===== config.mk =====
export PLATFORM = sky130hd
export DESIGN_NAME = better_neighbor_scan
export DESIGN_NICKNAME = d
export VERILOG_FILES = /design/src/rtl/better_neighbor_scan_pkg.sv /design/src/rtl/better_neighbor_scan_lfsr16.sv /design/src/rtl/better_neighbor_scan.sv
export SDC_FILE = /design/constraint.sdc
export NUM_CORES = 1
export LEC_CHECK = 0
export CORE_ASPECT_RATIO = 2
export CORE_MARGIN = 2
export CORE_UTILIZATION = 36
export DETAILED_ROUTE_END_ITERATION = 12
export GPL_TIMING_DRIVEN = 0
export PLACE_DENSITY = 0.64
export SETUP_SLACK_MARGIN = 0.2
export SYNTH_ARGS = -nofsm -noshare
export SYNTH_HDL_FRONTEND = slang
export SYNTH_SLANG_ARGS = --single-unit
export TNS_END_PERCENT = 100

===== constraint.sdc =====
create_clock -name clock -period 4.3 [get_ports clock]
set_clock_uncertainty 0.1 [all_clocks]
set_input_delay 0.86 -clock clock [delete_from_list [all_inputs] [get_ports clock]]
set_output_delay 0.86 -clock clock [all_outputs]
set_load 0.01 [all_outputs]

===== src/rtl/better_neighbor_scan_pkg.sv =====
// better_neighbor_scan_pkg: shared FSM encoding, datapath width and LFSR tap mask
package better_neighbor_scan_pkg;
  localparam int DATA_W = 16;
  localparam logic [DATA_W-1:0] LFSR_TAPS = 16'hB400;
  typedef enum logic [1:0] {IDLE, SCAN, DRAIN, DONE} state_t;
endpackage


===== src/rtl/better_neighbor_scan_lfsr16.sv =====
// lfsr16: free-running 16-bit Galois LFSR; a nonzero seed keeps it out of the all-zero lockup state
module lfsr16
  import better_neighbor_scan_pkg::*;
#(
  parameter logic [DATA_W-1:0] SEED = 16'hACE1
) (
  input  logic              clock,
  input  logic              nrst,
  output logic [DATA_W-1:0] value
);
  always_ff @(posedge clock or negedge nrst)
    if (!nrst) value <= SEED;
    else value <= (value >> 1) ^ (value[0] ? LFSR_TAPS : '0);
endmodule


===== src/rtl/better_neighbor_scan.sv =====
// better_neighbor_scan: streams neighbor costs, logs indices cheaper than the current solution.
// Define BNS_TIE_ACCEPT_EN to also accept neighbors whose cost equals the current cost.
module better_neighbor_scan
  import better_neighbor_scan_pkg::*;
#(
  parameter logic [DATA_W-1:0] LFSR_SEED = 16'hACE1
) (
  input  logic              clock,
  input  logic              nrst,
  input  logic              start_scan,
  input  logic [DATA_W-1:0] current_cost,
  input  logic [DATA_W-1:0] num_neighbors,
  output logic              nb_rd_en,
  output logic [DATA_W-1:0] nb_addr,
  input  logic [DATA_W-1:0] nb_cost,
  output logic              cand_wr_en,
  output logic [DATA_W-1:0] cand_wr_addr,
  output logic [DATA_W-1:0] cand_wr_data,
  output logic [DATA_W-1:0] betterNeighborCount,
  output logic [DATA_W-1:0] which,
  output logic              done_scan
);
  state_t state;
  logic [DATA_W-1:0] cost_q, n_q, count, idx_q, lfsr;
  logic rd_q, hit, accept;
  lfsr16 #(.SEED(LFSR_SEED)) u_lfsr (.clock(clock), .nrst(nrst), .value(lfsr));
`ifdef BNS_TIE_ACCEPT_EN
  assign hit = rd_q && (nb_cost <= cost_q);
`else
  assign hit = rd_q && (nb_cost < cost_q);
`endif
  assign accept = start_scan && (state == IDLE || state == DONE);
  // rd_q/idx_q track the read whose data is on nb_cost this cycle
  always_ff @(posedge clock or negedge nrst)
    if (!nrst) begin
      state <= IDLE;
      nb_rd_en <= 1'b0;
      nb_addr <= '0;
      cand_wr_en <= 1'b0;
      cand_wr_addr <= '0;
      cand_wr_data <= '0;
      betterNeighborCount <= '0;
      which <= '0;
      done_scan <= 1'b0;
      count <= '0;
      cost_q <= '0;
      n_q <= '0;
      idx_q <= '0;
      rd_q <= 1'b0;
    end else begin
      rd_q <= nb_rd_en;
      idx_q <= nb_addr;
      cand_wr_en <= hit;
      if (hit) begin
        cand_wr_addr <= count;
        cand_wr_data <= idx_q;
        count <= count + 16'd1;
      end
      if (accept) begin
        cost_q <= current_cost;
        n_q <= num_neighbors;
        count <= '0;
        done_scan <= 1'b0;
        nb_addr <= '0;
        nb_rd_en <= num_neighbors != '0;
        state <= num_neighbors != '0 ? SCAN : DONE;
      end else begin
        case (state)
          SCAN:
            if (nb_addr == n_q - 16'd1) begin
              nb_rd_en <= 1'b0;
              state <= DRAIN;
            end else nb_addr <= nb_addr + 16'd1;
          DRAIN: state <= DONE;
          DONE:
            if (!done_scan) begin
              done_scan <= 1'b1;
              betterNeighborCount <= count;
              which <= lfsr;
            end
          default: ;
        endcase
      end
    end
endmodule


# --- Word-level counts from Yosys, hierarchy flattened ---
# Cells that the tools add are included.
op_classes:
  add_sub_neg: 3
  order_cmp: 1
  eq_ne: 6
  mux: 15
  n_bitwise: 3
  reduce_logical: 14
op_table:
  columns: ["op", "count"]
  rows:
  - ["16-bit 2-to-1 mux", 6]
  - ["16-bit by 1-bit adder with 16-bit output (second input constant)", 2]
  - ["16-bit equality test", 1]
  - ["16-bit less-than comparator", 1]
  - ["16-bit nonzero test", 1]
  - ["16-bit by 1-bit subtractor with 16-bit output (second input constant)", 1]
  - ["15-bit by 16-bit bitwise XOR with 16-bit output", 1]
  - ["2-bit nonzero test", 4]
  - ["2-bit 2-to-1 mux", 3]
  - ["2-bit AND reduction", 3]
  - ["1-bit 2-to-1 mux", 5]
  - ["2-bit equality test (second input constant)", 2]
  - ["2-bit case mux with 2 select lines", 1]
  - ["3-bit != test (second input constant)", 1]
  - ["3-bit AND reduction", 1]
  - ["3-bit nonzero test", 1]
  - ["2-bit by 1-bit equality test with 1-bit output (second input constant)", 1]
  - ["1-bit logical AND", 2]
  - ["2-bit zero test", 1]
  - ["2-bit != test (second input constant)", 1]
  - ["1-bit inverter", 2]
  - ["1-bit logical OR", 1]
totals:
  reg_bits: 166
  input_bits: 51
  out_inout_bits: 83
  wordCells: 57

# --- Logic depth before layout (Yosys ltp) ---
depth:
  depth_word: 5
  mapped_depth: 12
  mapped_depth_nobuf: 10

# --- Modules after synthesis ---
# Synthesis repeated with hierarchy kept, for this count alone.
unflattened:
  cells_unflattened: 647
  hier_area_um2: 7348.3
modules_own_cells:
  columns: ["mod", "n_inst", "cells_per_inst", "area_per_inst_um2", "seq_area_each_um2"]
  rows:
  - ["better_neighbor_scan", 1, 628, 6911.6, 3753.6]
  - ["lfsr16", 1, 19, 436.7, 410.4]

# --- Worst setup path after synthesis ---
# OpenSTA, ideal clock, no wires.
synth_path:
  path_type: "input to register"
  start: "input nb_cost[9]"
  end: "register cand_wr_data[4]"
  arrival_ns: 3.233
  slack_ns: 0.843
  path_stages: 9
  n_path_buf: 2
  path_cell_list: "ha_1 > a21o_1 > a211o_1 > o211ai_1 > a21oi_1 > a2111oi_0 > clkbuf_1 > clkbuf_1 > mux2_2"
synth_via:
  elab_chain_cells: 2
synth_lines:
  columns: ["element", "line", "text"]
  rows:
  - ["start: declaration", "better_neighbor_scan.sv:15", "input logic [DATA_W-1:0] nb_cost,"]
  - ["16-bit less-than comparator", "better_neighbor_scan.sv:30", "assign hit = rd_q && (nb_cost < cost_q);"]
  - ["1-bit logical AND", "better_neighbor_scan.sv:30", null]
  - ["via hit", "better_neighbor_scan.sv:25", "logic rd_q, hit, accept;"]
  - ["end signal: assignment", "better_neighbor_scan.sv:56", "cand_wr_data <= idx_q;"]
  - ["end: declaration", "better_neighbor_scan.sv:18", "output logic [DATA_W-1:0] cand_wr_data,"]
# The timed path passes the listed nets, and every way through them passes these cells.
# A chain may end at the register's enable or synchronous reset.

# --- Worst setup path after layout ---
layout_path:
  start: "input nb_cost[9]"
  end: "register cand_wr_data[0]"
layout_via:
  elab_chain_cells: 2
layout_lines:
  columns: ["element", "line"]
  rows:
  - ["16-bit less-than comparator", "better_neighbor_scan.sv:30"]
  - ["1-bit logical AND", "better_neighbor_scan.sv:30"]
# No other way between the ends.

==> results by group <==
STA
  • Min Tclk post-route: 3.821 ns
  • Relative slew margins: 52.08%
  • Highest Clock Rate: 261.7 MHz
  • Total Negative Setup Slacks: 0 ns
  • Number of slew-limit violations in the final report: 0
  • Fin. Hold Viols: 0
  • Tightest Pin Transition: 0.7188 ns
  • Final Cycle Share: 88.87%
  • Smallest hold slack: 0.2658 ns
  • Final setup violating endpoints: 0
  • RSZ-0062 raised after global routing: no
  • Final WS setup: 0.4786 ns

Yosys
  • Asr flop ratio synth: 100.0%
  • Cell area after synthesis: 7365 sq um
  • Number of synthesis warnings: 0
  • Post-synth net total: 697
  • Synth Instances: 625
  • Average footprint of a synthesized cell: 11.78 sq um
  • Unique masters post-synth: 62
  • Count of state elements after synthesis: 166
  • Count of flip-flops with a built-in enable after synthesis: 0
  • Synth Flop Type: dfrtp_1
  • Proportion of synthesized chip area in sequential cells: 56.54%

Clocking
  • CTS tree: done
  • Count of instances resized after the clock tree is built: 1
  • Clock-pin slew of the registers on the worst-case setup and hold paths: 0.06 ns
  • Number of clock sinks: 166
  • Deepest level of the CTS H-tree: 4
  • Clock latency reported for the late side of the worst-skew pair: 0.42 ns
  • Buffer levels on the longest clock path: 2
  • Number of hold buffers added after CTS: 0
  • CTS Root Cell: clkbuf_16
  • TritonCTS buffer count: 17
  • Post CTS Setup Buffer Count: 0

Finish
  • Net total in the final layout: 851
  • Filler Cell Count: 1885
  • Area added between synthesis and finish: 31.82%
  • Final cell count without fillers: 1059
  • Core occupancy in the finished layout: 47.88%
  • Share of final-layout standard cells stronger than drive strength 1: 18.18%

Setup path
  • Nature of the critical path startpoint: primary input
  • CP max-delay cell: clkdlybuf4s50_1
  • Worst Reg2Reg Path Length in Cells: 11
  • Critical-path cell list: clkdlybuf4s50_1 > ha_1 > a21o_1 > a211o_1 > o211ai_1 > a21oi_1 > a2111oi_0 > buf_2 > clkbuf_1 > clkbuf_2 > mux2_2
  • Largest fanout of any net on the critical path: 10
  • Worst setup path class: in -> reg
  • Crit path arrival time: 4.02 ns
  • Maximum cell stage delay along the critical path: 0.43 ns
  • Setup crit end kind: flop
  • Required time worst endpoint: 4.50 ns

Die
  • Width of the die: 105.1 microns
  • Area of the core: 20280 sq um
  • Starting utilization of the core area: 36.32%
  • I/O Pins: 134
  • Die area: 21690 sq um
  • Floorplan die height: 206.3 microns
  • Number of rows created at floorplan: 74

GRT
  • Total Routing Usage GR: 17.20%
  • Via count of the first global-routing pass: 5415
  • Global-route track usage on met3: 2.996%
  • Number of antenna violations at the first check in global routing: 1
  • Met1 layer usage reported by global route: 17.12%
  • Sum of overflow across all layers after global routing: 0
  • Layer carrying the most global-route usage: met2
  • Global-route wire length before repair: 28500 microns
  • Maximum number of pins on one net before global-route repair: 85
  • Met2 demand-to-capacity share in global routing: 33.86%

Route
  • DRC: 0
  • Routed Antenna Nets: 0
  • Sum of routed wire length over all layers: 17650 microns
  • Number of design-rule violations left by the first detailed-router iteration: 181
  • Routed wirelength normalized by instance count: 16.66 microns
  • Vias per Instance: 4.932
  • Overall via count from detail_route: 5223
  • Detailed-router iteration count before antenna repair: 4

Placed design
  • Dpl hpwl: 13350 microns
  • Final GP Congestion: 0.8381
  • Count of buffers inserted at the top-level ports: 133
  • Total instance count after detailed placement: 1026
  • Pre-CTS setup slack: -0.2367 ns

Hold path
  • Number of cells traversed by the worst hold path: 0
  • Type of the tightest min-delay check: reg -> reg

Flow run
  • Max-cap violation count: 0

Power and ir drop
  • Max VDD drop: 0.2708 mV
  • Total leakage power: 0.004399 uW
  • Areal power density over the cells: 539.6 nW/um^2

Status
  • Run status: completed
==> final timing paths <==
kind	end	slack, ns	startpoint
min in group asynchronous	betterNeighborCount[12]	0.33	nrst
worst min register to register	u_lfsr.value[6]	0.27	u_lfsr.value[7]
worst max-delay path	cand_wr_data[0]	0.48	nb_cost[9]
worst max register to register	state[0]	0.54	n_q[0]
worst min-delay path	u_lfsr.value[6]	0.27	u_lfsr.value[7]
max in group asynchronous	u_lfsr.value[13]	2.87	nrst
==> per-stage QoR <==
stage / cell area [sq um] / total power, uW
floorplan: 7365 / 3067
global placement: 9029 / 3620
detailed placement: 9066 / 3654
CTS: 9702 / 5321
global route: 9708 / 5581
finish: 9708 / 5239
==> kinds of logic (layout without fill, tap and decap cells) <==
logic type,Yosys count,count (layout),share of synthesized area (%)
simple gates,204,204,14.29
xor+xnor,32,32,3.806
mux,67,67,10.19
flops,166,166,56.54
buf+inv,53,220,3.347
fa+ha+maj,21,21,3.568
other cells,0,1,0
compound gates,82,82,8.257
==> power breakdown <==
part / leakage [uW] / switching (uW) / internal, uW / total, uW
clock network: 0.000304 / 593 / 1040 / 1640
registers: 0.00220 / 203 / 1810 / 2010
logic: 0.00189 / 879 / 712 / 1590
==> cell type report <==
type,instances,area (sq um),share of cell area (%)
sequential,166,4164,42.89
multi-input combinational,406,2954,30.43
timing repair buffer,135,1369,14.10
clock buffer,22,454.2,4.678
tap,266,332.8,3.428
clock inverter,10,180.2,1.856
buffer,32,172.7,1.779
inverter,21,78.83,0.8120
antenna,1,2.502,0.02578
==> worst max-delay path: cells and delay by family <==
kind | cells | cell delay, ns
buffers and inverters | 4 | 1.41
AOI/OAI and AO/OA | 5 | 1.03
muxes | 1 | 0.39
adders and majority gates | 1 | 0.32
==> synth_stat cells, types with 2 or more instances <==
cell,count,area share [%]
o21ai_0,23,1.6
xor2_1,22,2.6
nor3_1,10,0.68
nor2b_1,2,0.17
a21oi_2,5,0.59
nor3b_1,2,0.20
a211o_1,2,0.24
and2_1,2,0.17
xnor2_1,10,1.2
and3_1,9,0.76
nand2_1,84,4.3
nand2b_1,3,0.25
a41oi_1,2,0.24
o211ai_1,4,0.41
o21ai_2,5,0.59
mux2_2,64,9.8
nand4_1,19,1.6
dfstp_2,8,2.9
buf_1,6,0.31
or4_2,5,0.59
dfrtp_1,158,54
nor2_1,26,1.3
or4_1,2,0.20
inv_1,21,1.1
a211oi_1,4,0.41
or3_2,4,0.41
buf_6,3,0.46
or3_1,4,0.34
nand3_1,6,0.41
a21o_1,4,0.41
nand3b_1,6,0.61
o21a_1,10,1.0
nor4b_1,2,0.24
a21oi_1,6,0.41
o31a_2,2,0.27
mux2i_1,3,0.41
nor4_1,11,0.93
clkbuf_1,19,0.97
buf_4,2,0.20
o31ai_1,3,0.31
ha_1,21,3.6
==> metal layers <==
| layer | share of wire [%] | wire (microns) |
|---|---|---|
| met3 | 2.3 | 402 |
| met1 | 36 | 6440 |
| met5 | 0 | 0 |
| met4 | 2.9 | 516 |
| met2 | 58 | 10290 |
==> cell usage in the layout (no fill, tap or decap), types with 11 or more instances in the layout <==
cell type        Yosys  final
ha_1                21     21
o21ai_0             23     23
xor2_1              22     22
dfrtp_1            158    158
clkbuf_1            19     19
nor2_1              26     26
clkdlybuf4s50_1      0    132
inv_1               21     21
nand2_1             84     84
clkbuf_16            0     17
mux2_2              64     64
nor4_1              11     11
nand4_1             19     19
Power figures use the tool's default switching activity.
